File: src/rtl/updown_phase_ctrl.sv
// updown_phase_ctrl: sequences enable_up / enable_down for the 3-bit up/down counter pair.
// Each start request runs NUM_ROUNDS rounds. A round is an UP phase of PHASE_LEN clocks
// followed by a DOWN phase of PHASE_LEN clocks. stop aborts the sequence back to IDLE.
// Optional feature macro: PHASE_GAP_EN inserts a one-clock GAP state (both enables low)
// between every UP->DOWN and DOWN->UP transition, so the counters get a settle cycle.
// All outputs are registered and decoded from the next state, so they change on the
// same edge as the state register.
module updown_phase_ctrl #(
  parameter int unsigned PHASE_LEN  = 8,
  parameter int unsigned NUM_ROUNDS = 1,
  parameter int unsigned CNT_W      = 4,
  parameter int unsigned RND_W      = 4
) (
  input  logic clk,
  input  logic rst_n,
  input  logic start,
  input  logic stop,
  output logic enable_up,
  output logic enable_down,
  output logic phase_switch,
  output logic busy,
  output logic done
);

  localparam logic [1:0] StIdle = 2'd0;
  localparam logic [1:0] StUp   = 2'd1;
  localparam logic [1:0] StDown = 2'd2;
`ifdef PHASE_GAP_EN
  localparam logic [1:0] StGap  = 2'd3;
`endif

  // Terminal counts; the legal parameter ranges guarantee these fit the counter widths.
  localparam logic [CNT_W-1:0] PhaseLast = CNT_W'(PHASE_LEN - 1);
  localparam logic [RND_W-1:0] RoundLast = RND_W'(NUM_ROUNDS - 1);

  logic [1:0]       state_q, state_d;
  logic [CNT_W-1:0] phase_cnt_q, phase_cnt_d;
  logic [RND_W-1:0] round_cnt_q, round_cnt_d;
  logic             enable_up_q, enable_down_q, phase_switch_q, busy_q, done_q;
  logic             done_d;
  logic             phase_end, round_end;
`ifdef PHASE_GAP_EN
  // Remembers which phase follows the current GAP.
  logic             gap_to_down_q, gap_to_down_d;
`endif

  assign phase_end = (phase_cnt_q == PhaseLast);
  assign round_end = (round_cnt_q == RoundLast);

  // Next-state, counter and done-pulse logic.
  always_comb begin
    state_d     = state_q;
    phase_cnt_d = phase_cnt_q;
    round_cnt_d = round_cnt_q;
    done_d      = 1'b0;
`ifdef PHASE_GAP_EN
    gap_to_down_d = gap_to_down_q;
`endif
    if ((state_q != StIdle) && stop) begin
      // Abort: no done pulse, counters cleared.
      state_d     = StIdle;
      phase_cnt_d = '0;
      round_cnt_d = '0;
    end else begin
      case (state_q)
        StIdle: begin
          phase_cnt_d = '0;
          round_cnt_d = '0;
          if (start && !stop) begin
            state_d = StUp;
          end
        end
        StUp: begin
          if (phase_end) begin
            phase_cnt_d = '0;
`ifdef PHASE_GAP_EN
            state_d       = StGap;
            gap_to_down_d = 1'b1;
`else
            state_d       = StDown;
`endif
          end else begin
            phase_cnt_d = phase_cnt_q + CNT_W'(1);
          end
        end
        StDown: begin
          if (phase_end) begin
            phase_cnt_d = '0;
            if (round_end) begin
              // The last DOWN phase goes straight to IDLE, even with the gap enabled.
              state_d     = StIdle;
              round_cnt_d = '0;
              done_d      = 1'b1;
            end else begin
              round_cnt_d = round_cnt_q + RND_W'(1);
`ifdef PHASE_GAP_EN
              state_d       = StGap;
              gap_to_down_d = 1'b0;
`else
              state_d       = StUp;
`endif
            end
          end else begin
            phase_cnt_d = phase_cnt_q + CNT_W'(1);
          end
        end
`ifdef PHASE_GAP_EN
        StGap: begin
          state_d = gap_to_down_q ? StDown : StUp;
        end
`endif
        default: begin
          state_d     = StIdle;
          phase_cnt_d = '0;
          round_cnt_d = '0;
        end
      endcase
    end
  end

  // State and counter registers.
  always_ff @(posedge clk or negedge rst_n) begin
    if (!rst_n) begin
      state_q     <= StIdle;
      phase_cnt_q <= '0;
      round_cnt_q <= '0;
    end else begin
      state_q     <= state_d;
      phase_cnt_q <= phase_cnt_d;
      round_cnt_q <= round_cnt_d;
    end
  end

`ifdef PHASE_GAP_EN
  // Gap direction flag.
  always_ff @(posedge clk or negedge rst_n) begin
    if (!rst_n) begin
      gap_to_down_q <= 1'b0;
    end else begin
      gap_to_down_q <= gap_to_down_d;
    end
  end
`endif

  // Output registers decoded from the next state; phase_switch marks entry into DOWN.
  always_ff @(posedge clk or negedge rst_n) begin
    if (!rst_n) begin
      enable_up_q    <= 1'b0;
      enable_down_q  <= 1'b0;
      phase_switch_q <= 1'b0;
      busy_q         <= 1'b0;
      done_q         <= 1'b0;
    end else begin
      enable_up_q    <= (state_d == StUp);
      enable_down_q  <= (state_d == StDown);
      phase_switch_q <= (state_d == StDown) && (state_q != StDown);
      busy_q         <= (state_d != StIdle);
      done_q         <= done_d;
    end
  end

  assign enable_up    = enable_up_q;
  assign enable_down  = enable_down_q;
  assign phase_switch = phase_switch_q;
  assign busy         = busy_q;
  assign done         = done_q;

endmodule
File: config.mk
export PLATFORM = sky130hd
export DESIGN_NAME = updown_phase_ctrl
export DESIGN_NICKNAME = d
export VERILOG_FILES = /design/src/rtl/updown_phase_ctrl.sv
export SDC_FILE = /design/constraint.sdc
export NUM_CORES = 1
export LEC_CHECK = 0
export BUFFER_PORTS_ARGS = -buffer_cell sky130_fd_sc_hd__buf_2
export CORE_ASPECT_RATIO = 1.25
export CORE_MARGIN = 2
export CORE_UTILIZATION = 50
export CTS_CLUSTER_DIAMETER = 80
export DETAILED_ROUTE_END_ITERATION = 12
export PLACE_DENSITY = 0.72
export REMOVE_ABC_BUFFERS = 1
export SLEW_MARGIN = 5
export SYNTH_ARGS = -nofsm -noshare
export SYNTH_HDL_FRONTEND = slang
export SYNTH_SLANG_ARGS = --single-unit
File: constraint.sdc
create_clock -name clk -period 2 [get_ports clk]
set_input_delay 0.3 -clock clk [delete_from_list [all_inputs] [get_ports clk]]
set_output_delay 0.3 -clock clk [all_outputs]
set_load 0.05 [all_outputs]
After elaboration in Yosys (flattened, before gate mapping)
Cells that the tools add are included.
Cells by class
  eq/ne operators: 8
  add/subtract/negate cells: 2
  muxes and demuxes: 17
  reduce and logical (&&, ||, !) cells: 10
Operators by type and width (count)
  4-bit 2-to-1 mux: 6
  4-bit by 1-bit adder with 4-bit output (second input constant): 2
  2-bit 2-to-1 mux: 4
  4-bit case mux with 2 select lines: 1
  2-bit case mux with 3 select lines: 1
  1-bit 2-to-1 mux: 5
  2-bit by 1-bit == test with 1-bit output (second input constant): 2
  2-bit == test (second input constant): 2
  4-bit by 3-bit == test with 1-bit output (second input constant): 1
  4-bit zero test: 1
  2-bit != test (second input constant): 2
  2-bit nonzero test: 2
  1-bit logical AND: 3
  3-bit != test (second input constant): 1
  2-bit zero test: 1
  2-bit AND reduction: 1
  2-bit OR reduction: 1
  1-bit zero test: 1
Storage, ports and cells
  bits of input ports: 4
  logic and storage cells: 45
  output and inout bits: 5
  bits in registers: 15

Longest topological paths before layout
Gate-level depths: netlist of run 1.
  depth in word-level cells: 7
  gate-level depth with buffers: 7
  mapped depth without buffers: 6

Worst setup path before layout of run 1
OpenSTA, ideal clock, no wires.
  path type: register to register
  start: register state_q[0]
  end: register enable_down_q (netlist: enable_down)
  arrival: 1.454 ns
  setup time: 0.134 ns
  required time: 1.866 ns
  stages on the path, launching flop included: 8
  setup slack: 0.412 ns
  clock period less this slack: 1.588 ns
  path buffers: 1
  cell sequence: dfrtp_1 > inv_1 > ha_1 > buf_2 > nor2_1 > a2111o_1 > o21bai_4 > nor3_1
On the way
  cells in the longest elaborated chain, start to end: 4
  elaborated cells between the ends (all ways): 11
  those cells by class: eq/ne: 3; mux: 5; reduce/logical: 3
RTL lines
  start, declared: RTL line 36  | logic [1:0] state_q, state_d;
  start signal, assigned: RTL line 124  | state_q <= StIdle;
  start signal, assigned: RTL line 128  | state_q <= state_d;
  2-bit == test (tied with other cells): RTL line 65  | case (state_q)
  2-bit case mux with 3 select lines or 1-bit logical AND (tied branches): RTL line 65, 59
  2-bit 2-to-1 mux *: RTL line 59  | if ((state_q != StIdle) && stop) begin
  via state_d[0]: RTL line 36
  2-bit == test *: RTL line 155  | enable_down_q <= (state_d == StDown);
  end signal, assigned: RTL line 155
  end, declared: RTL line 39  | logic enable_up_q, enable_down_q, phase_switch_q, busy_q, done_q;
The timed path passes the listed nets; every way through them passes the cells marked *.
A chain may end at the register's enable or synchronous reset.

Worst setup path after layout of run 1
Ends and elaborated chain as after synthesis.

==> metrics.md, run 1 <==
| Metric | Value |
|---|---|
| Worst path max stage delay | 0.43 ns |
| Final hold slack | 0.434 ns |
| Clock Tree Buf Depth | 2 |
| Initial antenna violation count | 0 |
| Syn Area/Cell | 10.5 sq um |
| Clk slew on worst S/H paths | 0.09 ns |
| Crit-path max FO | 9 |
| Commonest non-fill, non-tap cell in the layout | dfrtp_1 |
| Max Slew Vio Count | 0 |
| Routability cong. | 0.760 |
| Net Sw Frac | 39.4% |
| Yosys cell types | 30 |
| FMAX | 562 MHz |
| Layout cell share with drive strength beyond 1 | 17.8% |
| R2r startpoint | state_q[0] |
| Clock Power Share | 18.3% |
| Pre-CTS WS | 0.234 ns |
| Hold_buf cts | 1 |
| Initial DRC Count | 7 |
| CP Launch Type | flip-flop |
| Final setup viols | 0 |
| Slew HR | 74.7% |
| Layout Nets | 102 |
| Number of diodes | 0 |
| Vias/cell | 5.58 |
| Crit path max-delay family | compound AO/OA/AOI/OAI gates |
| Initial core utilization | 53.0% |
| Area delta synth->final | 10.7% |
| Number of I/O port buffers | 8 |
| Setup ws final | 0.221 ns |
| Combinational cell fraction of total power | 40.6% |
| Fin crit period | 1.78 ns |
| Core footprint | 0.00156 sq mm |
| Status | completed |
| Most frequent cells in the layout | dfrtp_1, buf_2, ha_1 |
| Endpoint type of the worst setup path | flip-flop |
| CP max-delay cell | a2111o_1 |
| Worst reg-to-reg path cell count | 6 |
| Post-CTS setup buffers | 0 |
| Post-synth top flop | dfrtp_1 |
| Die H | 49.5 microns |
| Post-synthesis simple-gate area fraction | 23.8% |
| Vias | 603 |
| Period utilisation layout | 88.9% |
| Count of cells resized by post-cts repair | 0 |
| RSZ-0062 raised after global routing | no |
| Root buffer cell | clkbuf_4 |
| Filler cells | 133 |
| Layout Skew | 0.00620 ns |
| Site Rows | 16 |
| Sequential-to-total area share from yosys stat | 45.4% |
| Post-synth ARST share | 100% |
| Post-DP HPWL | 1150 microns |
| GRT Total Usage | 20.0% |
| Post-DRT Antenna Nets | 0 |
| Final Hold Fails | 0 |
| Mapped Cells | 79 |
| Pint | 573 uW |
| Flop pwr share | 41.1% |
| Die X | 40.4 microns |
| Power Density | 1030 mW/mm^2 |
| Largest net degree at the start of global routing | 16 |
| Buf/Inv on CP | 1 |
| Post-synth EDFFs | 0 |
| Die area | 0.00200 sq mm |
| Yosys reg bits | 15 |
| CTS buffer count | 3 |
| Reg2Reg Capture Point | enable_down |
| CTS Sinks | 15 |
| Maxcap violations | 0 |
| Largest family of logic cells by synthesized area | simple AND/OR/NAND/NOR gates |
| CTS tree | done |
| Synth Area in XOR/XNOR | 2.12% |
| Post-layout utilization of the core | 58.7% |
| Io pins | 9 |
| Worst-margin pin slew | 0.379 ns |
| Area of the multi-input gates | 427 sq um |
| Post-route DRC | 0 |
| Synth Cell Area | 827 sq um |
| First-pass GRT wire length | 2670 microns |
| Complex-gate fraction of the synthesized area | 15.1% |
| Sequential cell area | 375 sq um |
| Hold Crit Class | in -> async |
| Clock latency on the worst-skew pair | 0.28 ns |
| Worst setup startpoint | state_q[0] |
| Synthesis Warnings | 0 |
| First-pass DRT Iterations | 3 |
| P_sw | 372 uW |
| CP required | 2.16 ns |
| Worst Path Arrival | 1.94 ns |
| Setup TNS | 0 ns |
| Peak VDD IR | 0.000878 V |
| Post-Route WL | 1500 microns |
| Post-synthesis adder-cell area fraction | 10.6% |
| WS Path Type | reg -> reg |
| Mux share of post-synthesis cell area | 0% |
| H-tree depth | 1 |
| Global route overflow | 0 |
| Crit-path cells | inv_1 > ha_1 > nor2_1 > a2111o_1 > o21bai_4 > nor3_1 |
| Avg WL per Cell | 13.9 microns |
| Leak | 0.000463 uW |
| Vias in the first global route | 609 |
| Reg-to-reg slack, setup | 0.22 ns |
==> metrics by stage <==
step           cell area, sq um  std cells  power, uW
3_3_place_gp                880        103        768
6_report                    916        108        945
5_1_grt                     916        108       1010
2_1_floorplan               817         77        689
3_5_place_dp                880        103        778
4_1_cts                     916        108        953
==> state kept, by name, indices dropped and copies added (netlist names) <==
register and flops:
done 1, enable_up 1, busy 1, enable_down 1, phase_switch 1, phase_cnt_q 4, round_cnt_q 4, state_q 2
==> cells by family (layout without fill, tap and decap cells) <==
logic type,after synthesis,after routing
simple gates,33,33
flops,15,15
fa+ha+maj,7,7
compound gates,16,16
xor+xnor,2,2
buf+inv,6,17
==> Yosys cell counts, drive strengths merged (2+ instances only) <==
| master | number | area share [%] |
|---|---|---|
| and3 | 2 | 1.5 |
| a21oi | 6 | 4.1 |
| nand2 | 4 | 1.8 |
| inv | 4 | 1.8 |
| ha | 7 | 11 |
| buf | 2 | 1.2 |
| xor2 | 2 | 2.1 |
| nor4 | 2 | 1.5 |
| nand3 | 4 | 2.4 |
| nor2 | 6 | 2.7 |
| o21ai | 3 | 1.8 |
| nor3 | 3 | 1.8 |
| dfrtp | 15 | 45 |
| nand2b | 4 | 3.0 |
==> power groups by stage <==
stage / Sequential [uW] / Combinational [uW] / Clock [uW]
finish: 388 / 384 / 173
global route: 394 / 421 / 191
CTS: 387 / 388 / 178
detailed placement: 392 / 386 / 0
global placement: 392 / 376 / 0
floorplan: 461 / 228 / 0
==> worst register-to-register path: stages, from the launching register on <==
cell and delay, ns:
dfrtp_1 0.41, inv_1 0.13, ha_1 0.36, nor2_1 0.07, a2111o_1 0.43, o21bai_4 0.17, nor3_1 0.08
==> metal layers <==
metal  GRT usage [%]  part of all wire (%)
met5               0                     0
met4            11.7                   3.0
met3            4.05                   3.0
met2            32.3                    50
met1            23.0                    44
==> area by class of cell <==
type / count / area share, %
inverters: 4 / 1.64
clock buffers: 4 / 2.87
repair buffers: 9 / 5.46
flip-flops and latches: 15 / 41.0
well taps: 18 / 2.46
multi-input cells: 58 / 46.6
==> worst max-delay path by stage <==
stage | endpoint | depth (start not counted)
4_1_cts | enable_down | 6
6_report | enable_down | 6
3_3_place_gp | phase_switch | 6
3_5_place_dp | enable_down | 6
2_1_floorplan | phase_switch | 6
5_1_grt | phase_switch | 6
Note: power is estimated with default switching activity, not from simulation.
==> inputs of run 2 (changes only) <==
- CELL_PAD_IN_SITES_DETAIL_PLACEMENT: default -> 1
- CELL_PAD_IN_SITES_GLOBAL_PLACEMENT: default -> 1
- CORE_UTILIZATION: 50 -> 43
- PLACE_DENSITY: 0.72 -> 0.77
- SETUP_SLACK_MARGIN: default -> 0.1
==> metrics.md, run 2 (synthesis gave the netlist of run 1 again) <==
| Metric | Value |
|---|---|
| CP Depth | 6 |
| Filler cells | 214 |
| Setup ws final | 0.226 ns |
| Post-route DRC | 0 |
| Vias/cell | 5.71 |
| Buf/Inv on CP | 1 |
| CTS buffer count | 3 |
| Layout cell share with drive strength beyond 1 | 22.8% |
| Worst path max stage delay | 0.43 ns |
| Initial DRC Count | 3 |
| Initial core utilization | 46.3% |
| Global route overflow | 0 |
| Site Rows | 17 |
| CTS tree | done |
| FMAX | 564 MHz |
| Maxcap violations | 0 |
| Die H | 53.0 microns |
| Crit-path max FO | 9 |
| Biggest regs | phase_cnt_q (4), round_cnt_q (4), state_q (2) |
| Clk slew on worst S/H paths | 0.08 ns |
| RSZ-0062 raised after global routing | no |
| Area delta synth->final | 14.1% |
| Clock latency on the worst-skew pair | 0.28 ns |
| Post-DRT Antenna Nets | 0 |
| Endpoint type of the worst setup path | flip-flop |
| Worst-margin pin slew | 0.410 ns |
| Status | completed |
| Post-CTS setup buffers | 0 |
| Sequential cell area | 375 sq um |
| Leak | 0.000472 uW |
| First-pass DRT Iterations | 2 |
| Routability cong. | 0.855 |
| Layout Skew | 0.00169 ns |
| Vias | 634 |
| Core footprint | 0.00179 sq mm |
| Final Hold Fails | 0 |
| Reg2Reg Capture Point | enable_down |
| Die area | 0.00229 sq mm |
| Number of diodes | 0 |
| Initial antenna violation count | 0 |
| Setup TNS | 0 ns |
| H-tree depth | 1 |
| Fin crit period | 1.77 ns |
| Post-Route WL | 1830 microns |
| Period utilisation layout | 88.7% |
| Avg WL per Cell | 16.4 microns |
| Area of the multi-input gates | 438 sq um |
| Crit-path cells | inv_1 > ha_2 > nor2_1 > a2111o_1 > o21bai_4 > nor3_1 |
| R2r startpoint | state_q[0] |
| CP Launch Type | flip-flop |
| Crit path max-delay family | compound AO/OA/AOI/OAI gates |
| CP required | 2.16 ns |
| WS Path Type | reg -> reg |
| Number of I/O port buffers | 8 |
| Reg-to-reg slack, setup | 0.23 ns |
| Die X | 43.2 microns |
| CP max-delay cell | a2111o_1 |
| Root buffer cell | clkbuf_4 |
| Largest net degree at the start of global routing | 16 |
| Pre-CTS WS | 0.166 ns |
| CTS Sinks | 15 |
| Post-DP HPWL | 1420 microns |
| Hold Crit Class | in -> async |
| Final setup viols | 0 |
| Clock Tree Buf Depth | 2 |
| Layout Nets | 104 |
| Vias in the first global route | 689 |
| Io pins | 9 |
| Peak VDD IR | 0.000533 V |
| Worst Path Arrival | 1.93 ns |
| Power Density | 1050 mW/mm^2 |
| Most frequent cells in the layout | dfrtp_1, buf_2, nor2_1, ha_1, a21oi_1 |
| Commonest non-fill, non-tap cell in the layout | dfrtp_1 |
| First-pass GRT wire length | 3170 microns |
| Slew HR | 72.4% |
| Worst reg-to-reg path cell count | 6 |
| GRT Total Usage | 19.7% |
| Max Slew Vio Count | 0 |
run 2: cell types whose count changed in the layout (fill, tap and decap cells not counted), sizes merged:
cell  before  now
buf        8   10
run 2: final cells by class:
class / count / share of cell area, %
Clock buffer: 4 / 2.79
Inverter: 4 / 1.59
Multi-Input combinational cell: 58 / 46.4
Sequential cell: 15 / 39.8
Tap cell: 19 / 2.52
Timing Repair Buffer: 11 / 6.90
run 2: per-stage QoR:
stage | std cells | area, sq um | utilization, % | hold WS (ns) | power (uW)
global route | 111 | 943 | 52.8 | 0.469 | 1070
floorplan | 77 | 817 | - | 0.00441 | 689
detailed placement | 106 | 896 | 50.1 | 0.224 | 823
finish | 111 | 943 | 52.8 | 0.443 | 993
global placement | 106 | 896 | 50.1 | 0.223 | 800
CTS | 111 | 932 | 52.2 | 0.450 | 1000
run 2: where the power goes:
group / total [uW] / leakage (uW) / switching [uW] / internal (uW)
sequential: 392 / 0.000202 / 35.9 / 356
clock: 168 / 0.0000150 / 90.0 / 77.6
combinational: 434 / 0.000255 / 268 / 166
total: 993 / 0.000472 / 394 / 599
run 2: worst max path at each step:
stage                               to  slack, ns      startpoint
final                      enable_down       0.23      state_q[0]
after detailed placement   enable_down       0.17      state_q[0]
after floorplan           phase_switch       0.40      state_q[0]
after global routing      phase_switch       0.12  round_cnt_q[0]
after global placement    phase_switch       0.23      state_q[0]
after CTS                 phase_switch       0.14      state_q[0]
run 2: per-layer routing:
layer  global-route usage, %  vias up  share of wire (%)
li1                        -      310                  -
met1                    22.8      306                 42
met2                    34.3       13                 53
met3                    2.05        5                2.3
met4                    12.1        0                2.7
met5                       0        -                  0
run 2: what timing repair did:
action,CTS,global route
resized for setup,0,3
hold buffers,1,0
hold endpoints to repair,15,0
setup endpoints to repair,0,5
==> inputs of run 3 (changes only) <==
- CORE_MARGIN: 2 -> 1
- CORE_UTILIZATION: 43 -> 47
- PLACE_DENSITY: 0.77 -> 0.83
- clock period: 2 -> 2.26 ns (I/O delays scaled with it)
==> metrics.md, run 3 (synthesis gave the netlist of run 1 again) <==
| Metric | Value |
|---|---|
| Clock Power Share | 18.7% |
| Routability cong. | 0.775 |
| Initial core utilization | 51.6% |
| GRT Total Usage | 22.2% |
| Buf/Inv on CP | 1 |
| Setup ws final | 0.391 ns |
| Core footprint | 0.00160 sq mm |
| First-pass DRT Iterations | 4 |
| Final Hold Fails | 0 |
| Number of diodes | 0 |
| Final setup viols | 0 |
| Global route overflow | 0 |
| Root buffer cell | clkbuf_4 |
| P_sw | 345 uW |
| CTS buffer count | 3 |
| Post-Route WL | 1760 microns |
| Flop pwr share | 40.8% |
| Avg WL per Cell | 16.3 microns |
| Fin crit period | 1.87 ns |
| Post-DP HPWL | 1390 microns |
| Power Density | 925 mW/mm^2 |
| CTS tree | done |
| Clock Tree Buf Depth | 2 |
| Area of the multi-input gates | 427 sq um |
| Vias in the first global route | 633 |
| Die X | 39.5 microns |
| Sequential cell area | 375 sq um |
| Filler cells | 189 |
| Worst reg-to-reg path cell count | 6 |
| Reg-to-reg slack, setup | 0.39 ns |
| Post-route DRC | 0 |
| Hold Crit Class | in -> async |
| Period utilisation layout | 82.7% |
| Crit-path max FO | 5 |
| Pint | 503 uW |
| Clock latency on the worst-skew pair | 0.29 ns |
| CP max-delay cell | dfrtp_1 |
| Number of I/O port buffers | 8 |
| Reg2Reg Capture Point | phase_switch |
| Initial DRC Count | 8 |
| Layout Skew | 0.00430 ns |
| CP Launch Type | flip-flop |
| First-pass GRT wire length | 2900 microns |
| H-tree depth | 1 |
| Vias | 626 |
| Post-route total power | 848 uW |
| Commonest non-fill, non-tap cell in the layout | dfrtp_1 |
| Largest net degree at the start of global routing | 16 |
| Leak | 0.000465 uW |
| Initial antenna violation count | 0 |
| Status | completed |
| Worst path max stage delay | 0.41 ns |
| Pre-CTS WS | 0.404 ns |
| Non-Filler Instances | 108 |
| Crit-path cells | inv_1 > ha_1 > nor2b_1 > a2111o_1 > o21bai_4 > nor4_1 |
| Post-CTS setup buffers | 0 |
| Layout Nets | 102 |
| WS Path Type | reg -> reg |
| CTS Sinks | 15 |
| RSZ-0062 raised after global routing | no |
| Maxcap violations | 0 |
| Crit path max-delay family | simple AND/OR/NAND/NOR gates |
| FMAX | 535 MHz |
| Net Sw Frac | 40.6% |
| Io pins | 9 |
| Area delta synth->final | 10.9% |
| Slew HR | 73.3% |
| Worst Path Arrival | 2.05 ns |
| Clk slew on worst S/H paths | 0.09 ns |
| Site Rows | 16 |
| R2r startpoint | state_q[0] |
| Biggest regs | phase_cnt_q (4), round_cnt_q (4), state_q (2) |
| Peak VDD IR | 0.000609 V |
| CP required | 2.44 ns |
| Setup TNS | 0 ns |
| Die H | 48.9 microns |
| Max Slew Vio Count | 0 |
| Endpoint type of the worst setup path | flip-flop |
| Die area | 0.00193 sq mm |
| DP Cell Count | 103 |
| Vias/cell | 5.80 |
| Most frequent cells in the layout | dfrtp_1, buf_2, ha_1 |
| Layout cell share with drive strength beyond 1 | 18.9% |
| Combinational cell fraction of total power | 40.5% |
| Post-DRT Antenna Nets | 0 |
| Worst-margin pin slew | 0.399 ns |
-- run 3: changes by cell type in the layout (fill, tap and decap cells not counted), sizes merged --
cell    delta
buf        -2
clkbuf     -1
clkinv     +1
-- run 3: routing by layer --
metal | vias up | global-route usage [%] | wire length (microns)
met2 | 11 | 36.1 | 912
li1 | 303 | - | -
met5 | - | 0 | 0
met1 | 307 | 25.9 | 755
met3 | 5 | 5.48 | 54
met4 | 0 | 10.3 | 40
-- run 3: final cells by class --
cell class | instances | share of cell area [%]
clock buffer | 3 | 2.46
clock inverter | 1 | 0.546
inverter | 4 | 1.64
multi-input combinational | 58 | 46.5
sequential | 15 | 40.9
tap | 18 | 2.46
timing repair buffer | 9 | 5.46
-- run 3: how the worst max path moves through the flow --
stage                    start            to  slack, ns  depth (start not counted)
floorplan           state_q[0]  phase_switch       0.66                          6
global placement    state_q[0]  phase_switch       0.49                          6
detailed placement  state_q[0]  phase_switch       0.40                          6
CTS                 state_q[0]  phase_switch       0.37                          6
global route        state_q[0]  phase_switch       0.27                          6
finish              state_q[0]  phase_switch       0.39                          6
-- run 3: power by group through the flow --
| stage | logic, uW | registers, uW | clock network (uW) |
|---|---|---|---|
| finish | 343 | 346 | 159 |
| detailed placement | 344 | 352 | 0 |
| floorplan | 202 | 408 | 0 |
| global placement | 332 | 350 | 0 |
| global route | 372 | 353 | 177 |
| CTS | 346 | 347 | 164 |
-- run 3: repair_timing --
action                                 CTS  global route
gates resized for setup                  0             0
endpoints found under the hold margin   15             0
hold buffers                             1             0
-- run 3: stage by stage --
stage / hold WS (ns) / utilization (%) / cell area [sq um]
3_3_place_gp: 0.258 / 54.9 / 880
4_1_cts: 0.470 / 57.3 / 917
6_report: 0.469 / 57.3 / 917
5_1_grt: 0.492 / 57.3 / 917
3_5_place_dp: 0.263 / 54.9 / 880
2_1_floorplan: 0.0434 / - / 817
